==> config.mk <==
export PLATFORM = sky130hd
export DESIGN_NAME = alu_exec_ctrl
export DESIGN_NICKNAME = d
export VERILOG_FILES = /design/src/rtl/alu_exec_ctrl.sv
export SDC_FILE = /design/constraint.sdc
export NUM_CORES = 1
export LEC_CHECK = 0
export ABC_AREA = 1
export CORE_ASPECT_RATIO = 0.5
export CORE_MARGIN = 1
export CORE_UTILIZATION = 40
export CTS_CLUSTER_SIZE = 14
export DETAILED_ROUTE_END_ITERATION = 7
export GPL_ROUTABILITY_DRIVEN = 1
export HOLD_SLACK_MARGIN = 0.12
export PLACE_DENSITY_LB_ADDON = 0.12
export SLEW_MARGIN = 25
export SYNTH_ARGS = -nofsm -noshare
export SYNTH_HDL_FRONTEND = slang
export SYNTH_SLANG_ARGS = --single-unit
==> constraint.sdc <==
create_clock -name clk -period 2.86 [get_ports clk]
set_clock_uncertainty 0.1 [all_clocks]
set_input_delay 0.572 -clock clk [delete_from_list [all_inputs] [get_ports clk]]
set_output_delay 0.572 -clock clk [all_outputs]
set_load 0.02 [all_outputs]
==> src/rtl/alu_exec_ctrl.sv <==
// alu_exec_ctrl: multi-cycle execute controller for the 8-bit accumulator
// datapath; sequences memory operands, drives the shared alu, writes back A/B/C.
module alu_exec_ctrl #(
  parameter int unsigned ACK_TIMEOUT = 16
) (
  input  logic       clk,
  input  logic       reset,
  input  logic       instr_valid,
  input  logic [5:0] opcode,
  input  logic [7:0] operand,
  output logic       instr_ready,
  output logic [7:0] mem_addr,
  output logic       mem_read,
  output logic       mem_write,
  output logic [7:0] mem_wdata,
  input  logic       mem_ack,
  input  logic [7:0] mem_rdata,
  output logic [5:0] alu_opcode,
  output logic [7:0] alu_in1,
  output logic [7:0] alu_in2,
  input  logic [8:0] alu_out,
  output logic [7:0] reg_a,
  output logic [7:0] reg_b,
  output logic       carry,
  output logic       done,
  output logic       bus_err
);

  localparam logic [5:0] OP_NOP   = 6'h00;
  localparam logic [5:0] OP_LDA   = 6'h01;
  localparam logic [5:0] OP_LDB   = 6'h02;
  localparam logic [5:0] OP_STA   = 6'h03;
  localparam logic [5:0] OP_STB   = 6'h04;
  localparam logic [5:0] OP_ADDA  = 6'h05;
  localparam logic [5:0] OP_ADDB  = 6'h06;
  localparam logic [5:0] OP_SUBA  = 6'h07;
  localparam logic [5:0] OP_SUBB  = 6'h08;
  localparam logic [5:0] OP_ANDA  = 6'h09;
  localparam logic [5:0] OP_ANDB  = 6'h0A;
  localparam logic [5:0] OP_ORA   = 6'h0B;
  localparam logic [5:0] OP_ORB   = 6'h0C;
  localparam logic [5:0] OP_LDCA  = 6'h0D;
  localparam logic [5:0] OP_LDCB  = 6'h0E;
  localparam logic [5:0] OP_ADDCA = 6'h0F;
  localparam logic [5:0] OP_ADDCB = 6'h10;
  localparam logic [5:0] OP_SUBCA = 6'h11;
  localparam logic [5:0] OP_SUBCB = 6'h12;
  localparam logic [5:0] OP_ANDCA = 6'h13;
  localparam logic [5:0] OP_ANDCB = 6'h14;
  localparam logic [5:0] OP_ORCA  = 6'h15;
  localparam logic [5:0] OP_ORCB  = 6'h16;
  localparam logic [5:0] OP_ASLA  = 6'h17;
  localparam logic [5:0] OP_ASRA  = 6'h18;

  localparam int CW = (ACK_TIMEOUT < 2) ? 1 : $clog2(ACK_TIMEOUT);

  typedef enum logic [1:0] {
    IDLE,
    MEM_RD,
    MEM_WR,
    EXEC
  } state_t;

  typedef struct packed {
    logic dst_a;
    logic dst_b;
    logic ldc;
    logic bypass;
    logic cflag;
    logic shift;
    logic st_b;
  } dec_t;

  function automatic dec_t decode(input logic [5:0] op);
    dec_t d;
    d = '0;
    case (op)
      OP_LDA: begin
        d.dst_a  = 1'b1;
        d.bypass = 1'b1;
      end
      OP_LDB: begin
        d.dst_b  = 1'b1;
        d.bypass = 1'b1;
      end
      OP_STB:  d.st_b = 1'b1;
      OP_ADDA, OP_SUBA, OP_ADDCA, OP_SUBCA: begin
        d.dst_a = 1'b1;
        d.cflag = 1'b1;
      end
      OP_ADDB, OP_SUBB, OP_ADDCB, OP_SUBCB: begin
        d.dst_b = 1'b1;
        d.cflag = 1'b1;
      end
      OP_ANDA, OP_ORA, OP_ANDCA, OP_ORCA: d.dst_a = 1'b1;
      OP_ANDB, OP_ORB, OP_ANDCB, OP_ORCB: d.dst_b = 1'b1;
      OP_LDCA: begin
        d.dst_a = 1'b1;
        d.ldc   = 1'b1;
      end
      OP_LDCB: begin
        d.dst_b = 1'b1;
        d.ldc   = 1'b1;
      end
      OP_ASLA, OP_ASRA: begin
        d.dst_a = 1'b1;
        d.cflag = 1'b1;
        d.shift = 1'b1;
      end
      default: d = '0;
    endcase
    return d;
  endfunction

  // bit 0: needs a memory read, bit 1: memory write
  function automatic logic [1:0] route(input logic [5:0] op);
    logic [1:0] r;
    r = 2'b00;
    case (op)
      OP_LDA, OP_LDB, OP_ADDA, OP_ADDB, OP_SUBA, OP_SUBB,
      OP_ANDA, OP_ANDB, OP_ORA, OP_ORB: r = 2'b01;
      OP_STA, OP_STB: r = 2'b10;
      default: r = 2'b00;
    endcase
    return r;
  endfunction

  state_t          state;
  logic [5:0]      op_q;
  logic [7:0]      opd_q;
  logic [7:0]      m_q;
  logic [CW-1:0]   wait_cnt;
  dec_t            ex;
  logic [1:0]      acc_rt;
  logic            timeout;

  assign ex      = decode(op_q);
  assign acc_rt  = route(opcode);
  assign timeout = (ACK_TIMEOUT != 0) &&
                   (wait_cnt == CW'(ACK_TIMEOUT - 1));

  assign alu_opcode = op_q;
  assign mem_addr   = opd_q;
  assign mem_wdata  = ex.st_b ? reg_b : reg_a;

  // operand steering for the shared alu
  always_comb begin
    alu_in1 = 8'h00;
    alu_in2 = 8'h00;
    unique case (1'b1)
      ex.shift: begin
        alu_in1 = reg_a;
        alu_in2 = 8'h00;
      end
      (ex.dst_a && !ex.shift): begin
        alu_in1 = ex.ldc ? m_q : reg_a;
        alu_in2 = m_q;
      end
      ex.dst_b: begin
        alu_in1 = m_q;
        alu_in2 = ex.ldc ? m_q : reg_b;
      end
      default: begin
        alu_in1 = 8'h00;
        alu_in2 = 8'h00;
      end
    endcase
  end

  // control FSM, memory strobes, writeback and status pulses
  always_ff @(posedge clk) begin
    if (reset) begin
      state       <= IDLE;
      op_q        <= '0;
      opd_q       <= '0;
      m_q         <= '0;
      wait_cnt    <= '0;
      reg_a       <= '0;
      reg_b       <= '0;
      carry       <= 1'b0;
      mem_read    <= 1'b0;
      mem_write   <= 1'b0;
      done        <= 1'b0;
      bus_err     <= 1'b0;
      instr_ready <= 1'b1;
    end else begin
      done    <= 1'b0;
      bus_err <= 1'b0;
      unique case (state)
        IDLE: begin
          if (instr_valid) begin
            op_q        <= opcode;
            opd_q       <= operand;
            m_q         <= operand;
            wait_cnt    <= '0;
            instr_ready <= 1'b0;
            if (acc_rt[0]) begin
              state    <= MEM_RD;
              mem_read <= 1'b1;
            end else if (acc_rt[1]) begin
              state     <= MEM_WR;
              mem_write <= 1'b1;
            end else begin
              state <= EXEC;
              done  <= 1'b1;
            end
          end
        end
        MEM_RD: begin
          if (mem_ack) begin
            m_q      <= mem_rdata;
            mem_read <= 1'b0;
            state    <= EXEC;
            done     <= 1'b1;
          end else if (timeout) begin
            mem_read    <= 1'b0;
            bus_err     <= 1'b1;
            instr_ready <= 1'b1;
            state       <= IDLE;
          end else begin
            wait_cnt <= wait_cnt + CW'(1);
          end
        end
        MEM_WR: begin
          if (mem_ack) begin
            mem_write   <= 1'b0;
            done        <= 1'b1;
            instr_ready <= 1'b1;
            state       <= IDLE;
          end else if (timeout) begin
            mem_write   <= 1'b0;
            bus_err     <= 1'b1;
            instr_ready <= 1'b1;
            state       <= IDLE;
          end else begin
            wait_cnt <= wait_cnt + CW'(1);
          end
        end
        EXEC: begin
          if (ex.dst_a)
            reg_a <= ex.bypass ? m_q : alu_out[7:0];
          if (ex.dst_b)
            reg_b <= ex.bypass ? m_q : alu_out[7:0];
          if (ex.cflag)
            carry <= alu_out[8];
          instr_ready <= 1'b1;
          state       <= IDLE;
        end
        default: state <= IDLE;
      endcase
    end
  end

endmodule

==> results of run 1 <==
repair_timing:
| action | CTS | global route |
|---|---|---|
| resized for setup | 17 | 28 |
| pin swaps | 2 | 0 |
| endpoints found under the setup margin | 16 | 22 |
| cloned | 0 | 0 |
| buffers inserted | 6 | 0 |
metrics by stage:
stage | area (um2) | utilization | worst slack (ps) | instances | power (mW)
after floorplan | 2980 | - | 535 | 454 | 1.46
after global placement | 4030 | 0.580 | 87.4 | 637 | 1.83
after detailed placement | 4030 | 0.580 | 65.5 | 637 | 1.83
after CTS | 4200 | 0.606 | 47.7 | 651 | 2.43
after global routing | 4190 | 0.604 | 1.89 | 651 | 2.58
final | 4190 | 0.604 | 131 | 651 | 2.42
cell usage in the layout (no fill, tap or decap), drive strengths merged:
cell type,n
inv,60
buf,15
nand4,1
ha,8
xnor2,1
nor3,3
nor2,32
o21bai,1
nand2,127
dlygate4sd2,7
a21oi,36
clkinv,2
clkdlybuf4s50,70
o211ai,10
dlymetal6s2s,8
clkbuf,16
o22ai,1
a31oi,6
o21ai,85
nand3,19
dfxtp,50
nor3b,1
state kept, by name, summed over array words and instances (netlist names):
register / flops
mem_addr: 8
alu_opcode: 6
mem_write: 1
bus_err: 1
wait_cnt: 4
reg_a: 8
reg_b: 8
carry: 1
state: 2
done: 1
instr_ready: 1
mem_read: 1
m_q: 8
path summary, 6_finish.rpt:
path,to,slack (ps),cells past startpoint
min reg2reg,mem_read,360,2
max,alu_in2[5],130,11
max reg2reg,state[0],710,10
min,mem_read,360,2
power by group:
group | total (mW) | internal [mW] | switching, mW | leakage (nW)
Clock | 0.613 | 0.348 | 0.265 | 0.0739
Sequential | 0.868 | 0.791 | 0.0771 | 0.410
Combinational | 0.941 | 0.352 | 0.589 | 1.48
cell type report:
| cell class | count | area share |
|---|---|---|
| clock buffers | 7 | 0.0341 |
| clock inverters | 1 | 0.00119 |
| inverters | 61 | 0.0547 |
| multi-input cells | 331 | 0.400 |
| flip-flops and latches | 50 | 0.240 |
| well taps | 92 | 0.0275 |
| repair buffers | 109 | 0.243 |
routing by layer:
layer	vias to the layer above	wire length, um	global-route usage
li1	1692	-	-
met1	1494	4400	0.354
met4	0	61	0.0446
met3	7	740	0.0484
met2	111	3640	0.358
met5	-	0	0
worst max-delay path, stage by stage (launching register included):
cell and delay, ps:
dfxtp_1 390, nand2_1 90, inv_1 130, nor2_4 60
nand2_4 120, nor2_4 60, buf_4 150, buf_4 140
o21ai_0 140, nand2_1 90, o21ai_2 60, dlygate4sd2_1 330
cell families (layout without fill, tap and decap cells):
family                     after synthesis  count (layout)
xor gates and xnor gates                 1               1
adders and majority gates                8               8
buffers and inverters                   73             178
AOI/OAI and AO/OA                      139             139
and+or+nand+nor                        183             183
DFF                                     50              50
==> impl_metrics.toml, run 1 <==
[outcome]
outcome = "finished clean"

[logic_synthesis]
ys_warn_count = 0
syn_inst = 454
synth_cell_types = 31
ys_top_cells_by_count = "nand2_1 (123), o21ai_0 (66), inv_1 (56), dfxtp_1 (50), a21oi_1 (34)"
syn-cell-area_um2 = 2980
synth-main-ff-cell = "dfxtp_1"
synth_area_leaders = "dfxtp_1 (34%), nand2_1 (16%), o21ai_0 (11%), inv_1 (7.1%), a21oi_1 (5.7%)"
synth_compound_area_frac = 0.259
synth_edf_count = 0
synth_top_family_by_area = "simple AND/OR/NAND/NOR gates"
seq_area_frac_synth = 0.336
synthMuxAreaShare = 0
synthDominantCellAreaShare = 0.336
synthAdderAreaFrac = 0.0336
yosys.area.top_type = "dfxtp_1"
synth_xor_area_frac = 0.00294
synth-async-reset-ratio = 0
yosys_register_bits = 50
yosys.area_share.simple = 0.266
synth_area_per_cell_um2 = 6.56
syn_nets = 497
synth.most_common_cell = "nand2_1"

[routing]
postRouteAntennaNets = 0
wire_per_inst_um = 13.6
drt_iter0_markers = 212
dr.pass1.iters = 5
viasPerCell = 5.08
drc = 0
routed_wl_um = 8850
via_count = 3304

[final_layout]
num-nets-final = 601
multi_input_area_um2 = 1670
syn_to_final_growth_pct = 40.7
seqCellArea_um2 = 1000
n_antenna_cell = 0
n_fill_cell = 666
layout-drive-gt1-share = 0.102

[run]
maxCapViolCount = 0

[clocking]
cts_tree = "yes"
cts_hold_buf = 0
path_clk_slew_ps = 60
cts.htree.levels = 2
ctsLongestPathBuffers = 2
worstSkewPairLatency_ps = 290
numCtsBuffers = 5
cts_root_buf = "clkbuf_16"
clock_sinks = 50

[critical_path]
path_class = "flop to primary output"
crit_start = "alu_opcode[0]"
start_kind = "flop"
required_ps = 2190
crit_fanout = 9
arrival_ps = 2060
reg2reg_from = "state[1]"
critPathCaptureType = "primary output"

[placed_design]
place_congestion = 0.876
io_buffer_count = 94
hpwl_um = 6550

[floorplan]
initial_core_util = 0.429
die-height_um = 63
die_area_um2 = 7810
coreArea_um2 = 6940
die_x_um = 124
ios = 95
rows = 21

[grt]
grt_pass1_vias = 2980
track_usage = 0.240
overflow = 0
grt_pass1_wl_um = 14600
grt_start_max_net_pins = 27
antenna_found_initial = 0

[min_path]
hold_path_class = "flop to flop"
min_from = "mem_read"

[sta]
tns_ps = 0
finalHoldWorstSlack_ps = 361
final-setup-viol-count = 0
hold_viol = 0
drv_slew = 0
finalCriticalPeriod_ps = 2730
fmax_ghz = 0.366
worst_pin_slew_ps = 693
rsz0062_at_grt = "no"
relSlewSlack = 0.537
period_share = 0.954

[power_and_ir_drop]
cellPowerDensity_nw_per_um2 = 578
ir_drop_uv = 280
power_leakage_nw = 1.96
Power figures use the tool's default switching activity.
==> run 2: changes to the inputs <==
==> constraint.sdc (replaced) <==
create_clock -name clk -period 2.85 [get_ports clk]
set_clock_uncertainty 0.1 [all_clocks]
set_input_delay 0.57 -clock clk [delete_from_list [all_inputs] [get_ports clk]]
set_output_delay 0.57 -clock clk [all_outputs]
set_load 0.02 [all_outputs]
==> impl_metrics.toml, run 2 (synthesized netlist as in run 1, its figures left out) <==
[power_and_ir_drop]
power.share.sequential = 0.358
netSwitchingFraction = 0.386
power_frac_comb = 0.388
ir_drop_uv = 290
cellPowerDensity_nw_per_um2 = 584
p_int_mw = 1.49
power_leakage_nw = 1.87
p_clk_frac = 0.254
switching_power_mw = 0.938

[placed_design]
place_congestion = 0.885
io_buffer_count = 94
dpl_worst_slack_ps = 96.2
place_inst = 638
hpwl_um = 6530

[critical_path]
arrival_ps = 2070
critPathMaxStageDelay_ps = 620
required_ps = 2180
slowest_stage = "clkdlybuf4s50_1"
path_class = "flop to primary output"
crit_fanout = 16
critPathCaptureType = "primary output"
start_kind = "flop"
reg2reg_from = "state[1]"
r2r-end = "m_q[7]"
rrSetupSlack_ps = 660
cpMostUsedCell = "buf_4"
ff2ff_path_depth = 9
path_cells = "nor2_2 > buf_4 > nand3_1 > buf_4 > o21ai_0 > clkdlybuf4s50_1"

[grt]
grt_start_max_net_pins = 27
grt_pass1_vias = 2895
grt_pass1_wl_um = 14400
track_usage = 0.239
overflow = 0
antenna_found_initial = 0

[routing]
drt_iter0_markers = 278
postRouteAntennaNets = 0
dr.pass1.iters = 5
via_count = 3246
routed_wl_um = 8900
wire_per_inst_um = 13.7
drc = 0
viasPerCell = 5.01

[clocking]
clock_sinks = 50
path_clk_slew_ps = 70
worstSkewPairLatency_ps = 290
numCtsBuffers = 5
cts_tree = "yes"
cts_root_buf = "clkbuf_16"
cts.htree.levels = 2
ctsLongestPathBuffers = 2

[min_path]
whs_endpoint = "mem_write"
hold_path_class = "flop to flop"
min_from = "mem_write"
whs_path_depth = 2

[run]
maxCapViolCount = 0

[final_layout]
n_fill_cell = 670
syn_to_final_growth_pct = 39.9
num-nets-final = 598
final_cells = 648
layout_common_cells = "nand2_1 (123), clkdlybuf4s50_1 (74), o21ai_0 (66), inv_1 (56), dfxtp_1 (48)"
multi_input_area_um2 = 1670
seqCellArea_um2 = 1000
n_antenna_cell = 0
mostFrequentLayoutCell = "nand2_1"
layout-drive-gt1-share = 0.0989

[floorplan]
ios = 95
die_area_um2 = 7810
initial_core_util = 0.429
die-height_um = 63
rows = 21
coreArea_um2 = 6940
die_x_um = 124

[sta]
fmax_ghz = 0.365
final-setup-viol-count = 0
rsz0062_at_grt = "yes"
relSlewSlack = 0.544
worst_pin_slew_ps = 684
drv_slew = 0
hold_viol = 0
setup_slack_ps = 113
period_share = 0.960
finalCriticalPeriod_ps = 2740

[outcome]
outcome = "finished clean"
[run 2: changes by cell type in the layout (fill, tap and decap cells not counted), sizes merged]
cell and delta:
dlymetal6s2s -4, clkbuf +1, dlygate4sd2 -1, clkdlybuf4s50 +4
buf -3
[run 2: metal layers]
layer	GRT usage	vias up	share of wire
met5	0	-	0
met4	0.0476	0	0.0056
met3	0.0511	5	0.070
met2	0.352	110	0.42
met1	0.353	1442	0.51
li1	-	1689	-
[run 2: worst max path at each step]
stage | end | slack (ps) | cells past startpoint | from
4_1_cts | mem_wdata[5] | 30 | 6 | alu_opcode[2]
2_1_floorplan | mem_wdata[0] | 530 | 5 | alu_opcode[2]
6_report | mem_wdata[3] | 110 | 6 | alu_opcode[5]
3_3_place_gp | alu_in1[1] | 110 | 9 | alu_opcode[1]
3_5_place_dp | alu_in1[5] | 100 | 9 | alu_opcode[1]
5_1_grt | alu_in1[2] | -3 | 10 | alu_opcode[1]
[run 2: layout make-up]
| class | count | area share |
|---|---|---|
| clock buffer | 7 | 0.0342 |
| clock inverter | 1 | 0.00120 |
| inverter | 61 | 0.0550 |
| multi-input combinational | 331 | 0.402 |
| sequential | 50 | 0.241 |
| tap | 92 | 0.0276 |
| timing repair buffer | 106 | 0.239 |
[run 2: critical path, delay by kind of cell (launching register included)]
kind                   cells  cell delay (ps)
buffers and inverters      3              990
AOI/OAI and AO/OA          1              160
and+or+nand+nor            2              270
DFF                        1              340
[run 2: through the flow]
step	power [mW]	TNS [ps]	util	instance area, um2	hold slack [ps]
after detailed placement	1.84	0	0.581	4030	354
final	2.43	0	0.600	4170	366
after global placement	1.84	0	0.581	4030	352
after floorplan	1.47	0	-	2980	363
after global routing	2.59	-3.23	0.600	4170	376
after CTS	2.44	0	0.604	4190	368
[run 2: power groups by stage]
stage	Combinational (mW)	Clock, mW	Sequential, mW
floorplan	0.546	0	0.924
finish	0.944	0.618	0.871
global placement	0.958	0	0.880
CTS	0.948	0.621	0.867
detailed placement	0.961	0	0.882
global route	1.05	0.665	0.882
[run 2: what timing repair did]
item,CTS,global route
gates resized for setup,16,27
setup endpoints to repair,16,23
buffers inserted,2,0
pin swaps,1,0
hold buffers,0,0
